`src/rtl/machine_run_ctrl.sv`:
```
`default_nettype none
// ============================================================================
//  Module      : machine_run_ctrl
//  Description : CPU run controller. Sequences a CPU reset, then runs the CPU
//                freely, for a fixed burst of cycles, or halted, and counts
//                the executed CPU cycles. The counter saturates.
//                Optional breakpoint: define MACHINE_RUN_CTRL_BREAK_EN.
//  Revision    : 1.0 - initial release
// ============================================================================
module machine_run_ctrl #(
  parameter int CYCLE_W    = 16,
  parameter int BURST_W    = 8,
  parameter int RST_CYCLES = 3
) (
  input  logic               clk,
  input  logic               reset,
  input  logic               start_reset,
  input  logic               cmd_valid,
  output logic               cmd_ready,
  input  logic [1:0]         cmd_op,
  input  logic [BURST_W-1:0] cmd_count,
  input  logic               cpu_halt,
  output logic               cpu_ce,
  output logic               cpu_reset,
  output logic [CYCLE_W-1:0] cycle_count,
  output logic [2:0]         state,
  output logic               done
`ifdef MACHINE_RUN_CTRL_BREAK_EN
  ,
  input  logic               break_en,
  input  logic [CYCLE_W-1:0] break_cycle,
  output logic               break_hit
`endif
);

  localparam logic [7:0] c_rst_cycles = 8'(RST_CYCLES);
  localparam logic [1:0] c_op_halt    = 2'b00;
  localparam logic [1:0] c_op_run     = 2'b01;
  localparam logic [1:0] c_op_step    = 2'b10;
  localparam logic [1:0] c_op_burst   = 2'b11;

  typedef enum logic [2:0] {
    ST_IDLE   = 3'd0,
    ST_CPURST = 3'd1,
    ST_RUN    = 3'd2,
    ST_BURST  = 3'd3,
    ST_HALTED = 3'd4
  } state_t;

  state_t             r_state, w_next;
  logic [BURST_W-1:0] r_rem, w_rem;
  logic [7:0]         r_hold, w_hold;
  logic [CYCLE_W-1:0] r_cycle_count;
  logic               r_done, r_cpu_reset, r_cmd_ready;
  logic               w_done, w_clr, w_accept, w_run_like, w_break;
`ifdef MACHINE_RUN_CTRL_BREAK_EN
  logic               r_break_hit, w_bh_set, w_bh_clr;
`endif

  assign w_run_like  = (r_state == ST_RUN) || (r_state == ST_BURST);
`ifdef MACHINE_RUN_CTRL_BREAK_EN
  // Breakpoint fires before the matching cycle executes.
  assign w_break     = break_en && (r_cycle_count == break_cycle);
  assign break_hit   = r_break_hit;
`else
  assign w_break     = 1'b0;
`endif
  assign cpu_ce      = w_run_like && !cpu_halt && !w_break;
  assign w_accept    = cmd_valid && r_cmd_ready;
  assign state       = r_state;
  assign cycle_count = r_cycle_count;
  assign done        = r_done;
  assign cpu_reset   = r_cpu_reset;
  assign cmd_ready   = r_cmd_ready;

  // Next-state, burst length, reset-hold and completion decisions.
  always_comb begin
    w_next = r_state;
    w_rem  = r_rem;
    w_hold = r_hold;
    w_done = 1'b0;
    w_clr  = 1'b0;
`ifdef MACHINE_RUN_CTRL_BREAK_EN
    w_bh_set = 1'b0;
    w_bh_clr = 1'b0;
`endif
    if (start_reset) begin
      // Reset request overrides everything, including an active burst.
      w_next = ST_CPURST;
      w_hold = c_rst_cycles;
      w_rem  = '0;
      w_clr  = 1'b1;
`ifdef MACHINE_RUN_CTRL_BREAK_EN
      w_bh_clr = 1'b1;
`endif
    end else begin
      case (r_state)
        ST_CPURST: begin
          w_clr = 1'b1;
          w_rem = '0;
`ifdef MACHINE_RUN_CTRL_BREAK_EN
          w_bh_clr = 1'b1;
`endif
          if (r_hold <= 8'd1) w_next = ST_IDLE;
          else                w_hold = r_hold - 8'd1;
        end
        ST_IDLE: begin
          if (w_accept) begin
`ifdef MACHINE_RUN_CTRL_BREAK_EN
            w_bh_clr = 1'b1;
`endif
            case (cmd_op)
              c_op_run:  w_next = ST_RUN;
              c_op_step: begin
                w_next = ST_BURST;
                w_rem  = BURST_W'(1);
              end
              c_op_burst: begin
                if (cmd_count != '0) begin
                  w_next = ST_BURST;
                  w_rem  = cmd_count;
                end else begin
                  // Zero-length burst completes immediately.
                  w_done = 1'b1;
                end
              end
              default: ;
            endcase
          end
        end
        ST_RUN: begin
          if (cpu_halt) begin
            w_next = ST_HALTED;
            w_done = 1'b1;
          end else if (w_break) begin
            w_next = ST_IDLE;
            w_done = 1'b1;
`ifdef MACHINE_RUN_CTRL_BREAK_EN
            w_bh_set = 1'b1;
`endif
          end else if (w_accept) begin
            // Only HALT matters while running; other commands are dropped.
            if (cmd_op == c_op_halt) w_next = ST_IDLE;
          end
        end
        ST_BURST: begin
          if (cpu_halt) begin
            w_next = ST_HALTED;
            w_done = 1'b1;
            w_rem  = '0;
          end else if (w_break) begin
            w_next = ST_IDLE;
            w_done = 1'b1;
            w_rem  = '0;
`ifdef MACHINE_RUN_CTRL_BREAK_EN
            w_bh_set = 1'b1;
`endif
          end else if (r_rem <= BURST_W'(1)) begin
            w_next = ST_IDLE;
            w_done = 1'b1;
            w_rem  = '0;
          end else begin
            w_rem = r_rem - BURST_W'(1);
          end
        end
        ST_HALTED: ;
        default: begin
          // Illegal encodings recover through a full CPU reset.
          w_next = ST_CPURST;
          w_hold = c_rst_cycles;
          w_rem  = '0;
          w_clr  = 1'b1;
        end
      endcase
    end
  end

  // State, counters and registered outputs.
  always_ff @(posedge clk or negedge reset) begin
    if (!reset) begin
      r_state       <= ST_CPURST;
      r_rem         <= '0;
      r_hold        <= c_rst_cycles;
      r_cycle_count <= '0;
      r_done        <= 1'b0;
      r_cpu_reset   <= 1'b1;
      r_cmd_ready   <= 1'b0;
`ifdef MACHINE_RUN_CTRL_BREAK_EN
      r_break_hit   <= 1'b0;
`endif
    end else begin
      r_state     <= w_next;
      r_rem       <= w_rem;
      r_hold      <= w_hold;
      r_done      <= w_done;
      r_cpu_reset <= (w_next == ST_CPURST);
      r_cmd_ready <= (w_next == ST_IDLE) || (w_next == ST_RUN);
      if (w_clr)
        r_cycle_count <= '0;
      else if (cpu_ce && (r_cycle_count != {CYCLE_W{1'b1}}))
        r_cycle_count <= r_cycle_count + CYCLE_W'(1);
`ifdef MACHINE_RUN_CTRL_BREAK_EN
      if (w_bh_set)      r_break_hit <= 1'b1;
      else if (w_bh_clr) r_break_hit <= 1'b0;
`endif
    end
  end

endmodule
`default_nettype wire

```
`config.mk`:
```
export PLATFORM = sky130hd
export DESIGN_NAME = machine_run_ctrl
export DESIGN_NICKNAME = d
export VERILOG_FILES = /design/src/rtl/machine_run_ctrl.sv
export SDC_FILE = /design/constraint.sdc
export NUM_CORES = 1
export LEC_CHECK = 0
export CELL_PAD_IN_SITES_DETAIL_PLACEMENT = 1
export CELL_PAD_IN_SITES_GLOBAL_PLACEMENT = 2
export CORE_UTILIZATION = 33
export DETAILED_ROUTE_END_ITERATION = 16
export GPL_ROUTABILITY_DRIVEN = 1
export HOLD_SLACK_MARGIN = 0.12
export PLACE_DENSITY_LB_ADDON = 0.1
export SYNTH_ARGS = -nofsm -noshare
export SYNTH_HDL_FRONTEND = slang
export SYNTH_SLANG_ARGS = --single-unit
export TNS_END_PERCENT = 50
```
`constraint.sdc`:
```
create_clock -name clk -period 2.4 [get_ports clk]
set_clock_uncertainty 0.05 [all_clocks]
set_input_delay 0.36 -clock clk [delete_from_list [all_inputs] [get_ports clk]]
set_output_delay 0.36 -clock clk [all_outputs]
set_load 0.005 [all_outputs]
```
# [Word-level counts from Yosys, hierarchy flattened]
# Index checks and enable logic that the tools add are counted.
[op_classes] n_eq_ne=16 mux=33 n_addsub=3 magnitude_cmp=2 reduce_logical=15
[ops] cell="8-bit 2-to-1 mux" n=7
[ops] cell="16-bit 2-to-1 mux" n=2
[ops] cell="8-bit one-hot mux with 2 select lines" n=2
[ops] cell="3-bit 2-to-1 mux" n=9
[ops] cell="8-bit one-hot mux with 3 select lines" n=1
[ops] cell="16-bit by 1-bit adder with 16-bit output (second input constant)" n=1
[ops] cell="8-bit by 1-bit <= comparator with 1-bit output (second input constant)" n=2
[ops] cell="16-bit inequality test (second input constant)" n=1
[ops] cell="8-bit by 1-bit subtractor with 8-bit output (second input constant)" n=2
[ops] cell="3-bit one-hot mux with 5 select lines" n=1
[ops] cell="3-bit by 2-bit == test with 1-bit output (second input constant)" n=3
[ops] cell="1-bit 2-to-1 mux" n=9
[ops] cell="3-bit one-hot mux with 3 select lines" n=1
[ops] cell="8-bit nonzero test" n=1
[ops] cell="3-bit by 1-bit == test with 1-bit output (second input constant)" n=2
[ops] cell="3-bit logical NOT" n=2
[ops] cell="3-bit inequality test (second input constant)" n=2
[ops] cell="2-bit == test (second input constant)" n=2
[ops] cell="2-bit by 1-bit inequality test with 1-bit output (second input constant)" n=2
[ops] cell="4-bit by 3-bit inequality test with 1-bit output (second input constant)" n=1
[ops] cell="4-bit inequality test (second input constant)" n=1
[ops] cell="4-bit AND reduction" n=1
[ops] cell="4-bit OR reduction" n=1
[ops] cell="3-bit == test (second input constant)" n=1
[ops] cell="other kinds (9)" n=12
[word_totals] ff_bits=38 output_inout_bits=23 inputBits=15 word_cells=76

# [Depth between registers and ports, before layout]
[logic_depth] ltp_word=8 depth_mapped=7 depth_no_buf=6

# [Worst setup path after synthesis]
# OpenSTA, ideal clock, no wires.
[synth_timing] kind="reg2reg" from="reg r_cycle_count[0], in the netlist cycle_count[0]" to="reg r_cycle_count[9], in the netlist cycle_count[9]" path_stages_with_launch=7 setup_time_ns=0.078 period_less_slack_ns=1.956 t_arrival_ns=1.828 slack_ns=0.444 t_required_ns=2.272 path_buffers=1 path_cell_list="dfrtp_1 ha_1 and4_1 and4_1 clkbuf_1 or4_1 a21oi_1"
[synth_via] elab_chain_len=3 word_cells_on_any_way=6 cone_classes="1 x add/sub; 1 x eq/ne; 2 x mux; 2 x reduce/logical"
[synth_rtl] element="start: declaration" line="53" rtl="logic [CYCLE_W-1:0] r_cycle_count;"
[synth_rtl] element="start signal: assignment" line="201" rtl="r_cycle_count <= r_cycle_count + CYCLE_W'(1);"
[synth_rtl] element="16-bit by 1-bit adder with 16-bit output / 16-bit inequality test (equally long branches)" line="201, 200"
[synth_rtl] element="16-bit 2-to-1 mux / 1-bit logical AND (equally long branches)" line="200" rtl="else if (cpu_ce && (r_cycle_count != {CYCLE_W{1'b1}}))"
[synth_rtl] element="16-bit 2-to-1 mux / 2-bit nonzero test (equally long branches)"
# Several ways; a longest one is shown, not always the timed one. The select of a mux whose other input is x is not followed.
# A chain may end at the register's enable or synchronous reset.

# [Worst setup path after layout]
[layout_timing] from="in cpu_halt" to="out cpu_ce"
[layout_via] elab_chain_len=2
[layout_rtl] element="start: declaration" line="22" rtl="input logic cpu_halt,"
[layout_rtl] element="1-bit logical NOT" line="68" rtl="assign cpu_ce = w_run_like && !cpu_halt && !w_break;"
[layout_rtl] element="1-bit logical AND" line="68"
[layout_rtl] element="end: declaration" line="23" rtl="output logic cpu_ce,"
# No other way between the ends.

==> run_results.csv <==
group,metric,value,unit
pwr,powerDensity,623,nW/um^2
cts,cts_inserted_buffers,5,
synthesis,synthTopCellsByArea,"dfrtp_1, a21oi_1, dfstp_2",
synthesis,yosysWarnings,0,
sta,final-hold-violation-count,0,
critical_path,cp_common_cell,"clkdlybuf4s50_1",
synthesis,netlist_instances,265,
cts,clock_latency,0.29,ns
job,max-cap-violations,0,
placement,preCtsSetupSlack,0.126,ns
floorplan,fp.dieW,87.5,microns
sta,period_share,93.7,%
critical_path,cp_max_fo,6,
critical_path,max_stage_delay,0.51,ns
sta,maxSlewHeadroom,53.7,%
sta,post-route-min-period,2.25,ns
routing,drt-total-wl,6980,microns
global_routing,grt_pass1_wl,11900,microns
floorplan,start_util,34.9,%
cts,clk_path_buf_depth,2,
synthesis,synth_ff_type,"dfrtp_1",
sta,max_freq,445,MHz
critical_path,crit_type,"primary input to primary output",
critical_path,cp_cell_sequence,"clkdlybuf4s50_1, or3b_1, inv_2, clkdlybuf4s50_1",
global_routing,grt_pass1_vias,2334,
finish,finalNetCount,338,
routing,drt_iter0_drc,67,
critical_path,slowest_stage,"clkdlybuf4s50_1",
critical_path,endpoint_kind,"primary output",
worst_hold_path,hold_path.class,"flop to flop",
placement,portBuffers,37,
routing,drt-wirelength-per-cell,16.8,microns
finish,antenna_cells,0,
synthesis,synth-adder-area-share,2.59,%
synthesis,synth_seq_cells,38,
synthesis,synth_top_area_share,35.3,%
run_status,status,"finished clean",
floorplan,num_io_pins,38,
synthesis,synth_xor_area_share,0.363,%
sta,setup_viol,0,
finish,n_fill_cell,827,
global_routing,overflow,0,
cts,clkSinkCount,38,
synthesis,yosysMostFrequentCell,"dfrtp_1",
routing,dr_total_vias,2376,
global_routing,antenna_found_initial,0,
global_routing,grt_usage,20.0,%
synthesis,synthDistinctLibCells,65,
placement,gp_congestion,0.840,
sta,final.setup.tns,0,ns
placement,dp_hpwl,5100,microns
synthesis,synth-simple-area-share,30.1,%
synthesis,async_flop_share,100,%
cts,cts_tree,"built",
sta,timing.final.ws_setup,0.152,ns
critical_path,critPathLaunchType,"primary input",
cts,clk_pin_slew_worst_paths,0.08,ns
critical_path,critical_path_required,1.99,ns
routing,first_pass_iters,4,
synthesis,synth_top_family_by_area,"simple AND/OR/NAND/NOR gates",
cts,cts_root_buffer,"clkbuf_8",
finish,final_util,45.1,%
synthesis,synth-compound-area-share,23.2,%
finish,drive_gt1_share,12.5,%
pwr,vdd_drop_max,0.336,mV
synthesis,synthesis.area,2410,sq um
finish,syn_to_final_growth,29.1,%
cts,htree_levels,2,
synthesis,synth_commonest_cells,"dfrtp_1, a21oi_1, nand2_1",
global_routing,grt_max_degree,39,
synthesis,avgSynthCellArea,9.10,sq um
floorplan,placeableCoreArea,6910,sq um
sta,rsz0062_at_grt,"false",
pwr,power_leakage,1.22,nW
routing,drc,0,
synthesis,synth_edf_count,0,
sta,finalMaxSlewViolations,0,
sta,tightestPinTransition,0.688,ns
synthesis,synth_mux_area_share,0.467,%
synthesis,synth_largest_area_cell,"dfrtp_1",
synthesis,seq_area_frac_synth,39.6,%
floorplan,die_area,7650,sq um
floorplan,fp.dieH,87.5,microns
synthesis,syn_nets,285,
floorplan,placementRows,30,
routing,viasPerCell,5.73,
routing,ant_nets,0,
critical_path,arrival,1.84,ns
what timing repair did:
action | CTS | global route
hold endpoints to repair | 34 | 0
hold buffers | 1 | 0
gates resized for setup | 0 | 1
setup endpoints to repair | 0 | 1
buffers inserted | 0 | 0
cell usage in the layout (no fill, tap or decap), types with 4 or more instances in the layout:
cell type	n
clkdlybuf4s50_1	36
dfrtp_1	34
a21oi_1	24
buf_4	19
nand2_1	16
nand3_1	13
nor2_1	12
or3_1	12
o21ai_0	10
or4_1	9
inv_1	7
o31ai_1	7
nand2b_1	7
clkbuf_8	6
nor4_1	5
nor3_1	5
and4_1	5
nand4_1	5
ha_1	5
dfstp_2	4
sequential cells by signal, indices dropped and copies added, names as in the netlist:
register / count
cmd_ready: 1
cpu_reset: 1
cycle_count: 16
done: 1
r_hold: 8
r_rem: 8
state: 3
power by group:
group          leakage [nW]  internal (mW)  switching (mW)
Combinational         0.658          0.289           0.368
Clock                0.0482          0.232           0.244
Sequential            0.516          0.721          0.0833
stage by stage:
step	power [mW]	hold slack (ns)	instances	area (sq um)
after global placement	1.44	0.302	406	3000
after floorplan	1.19	0.0144	265	2410
final	1.94	0.495	415	3110
after CTS	1.94	0.497	415	3100
after detailed placement	1.45	0.302	406	3000
after global routing	2.06	0.521	415	3110
routing by layer:
| metal | global-route usage [%] | share of wire [%] | routed length [microns] |
|---|---|---|---|
| met5 | 0 | 0 | 0 |
| met4 | 6.11 | 1.2 | 85 |
| met3 | 2.56 | 2.7 | 187 |
| met2 | 32.4 | 46 | 3180 |
| met1 | 27.7 | 51 | 3520 |
kinds of logic (layout without fill, tap and decap cells):
group,count (synthesis),count (layout)
and+or+nand+nor,119,119
AOI/OAI and AO/OA,81,81
DFF,38,38
buffers and inverters,20,74
adders and majority gates,5,5
xor gates and xnor gates,1,1
muxes,1,1
worst paths after layout:
kind | end | slack [ns] | from | cells past startpoint
worst max-delay path | cpu_ce | 0.15 | cpu_halt | 4
worst min register to register | r_hold[1] | 0.50 | r_hold[1] | 2
worst min-delay path | r_hold[1] | 0.50 | r_hold[1] | 2
max in group asynchronous | r_hold[1] | 1.51 | reset | 3
min in group asynchronous | cycle_count[15] | 0.52 | reset | 3
worst max register to register | cycle_count[7] | 0.20 | cycle_count[0] | 5
final cells by class:
class	count	area, sq um	share of cell area, %
inverters	8	30.0	0.965
repair buffers	58	538	17.3
multi-input cells	207	1380	44.2
flip-flops and latches	38	956	30.7
clock buffers	7	86.3	2.77
clock inverters	1	5.00	0.161
well taps	96	120	3.86
critical path, delay by kind of cell:
kind | cells | cell delay, ns
and+or+nand+nor | 1 | 0.40
buffers and inverters | 3 | 1.08
Note: power is estimated with default switching activity, not from simulation.
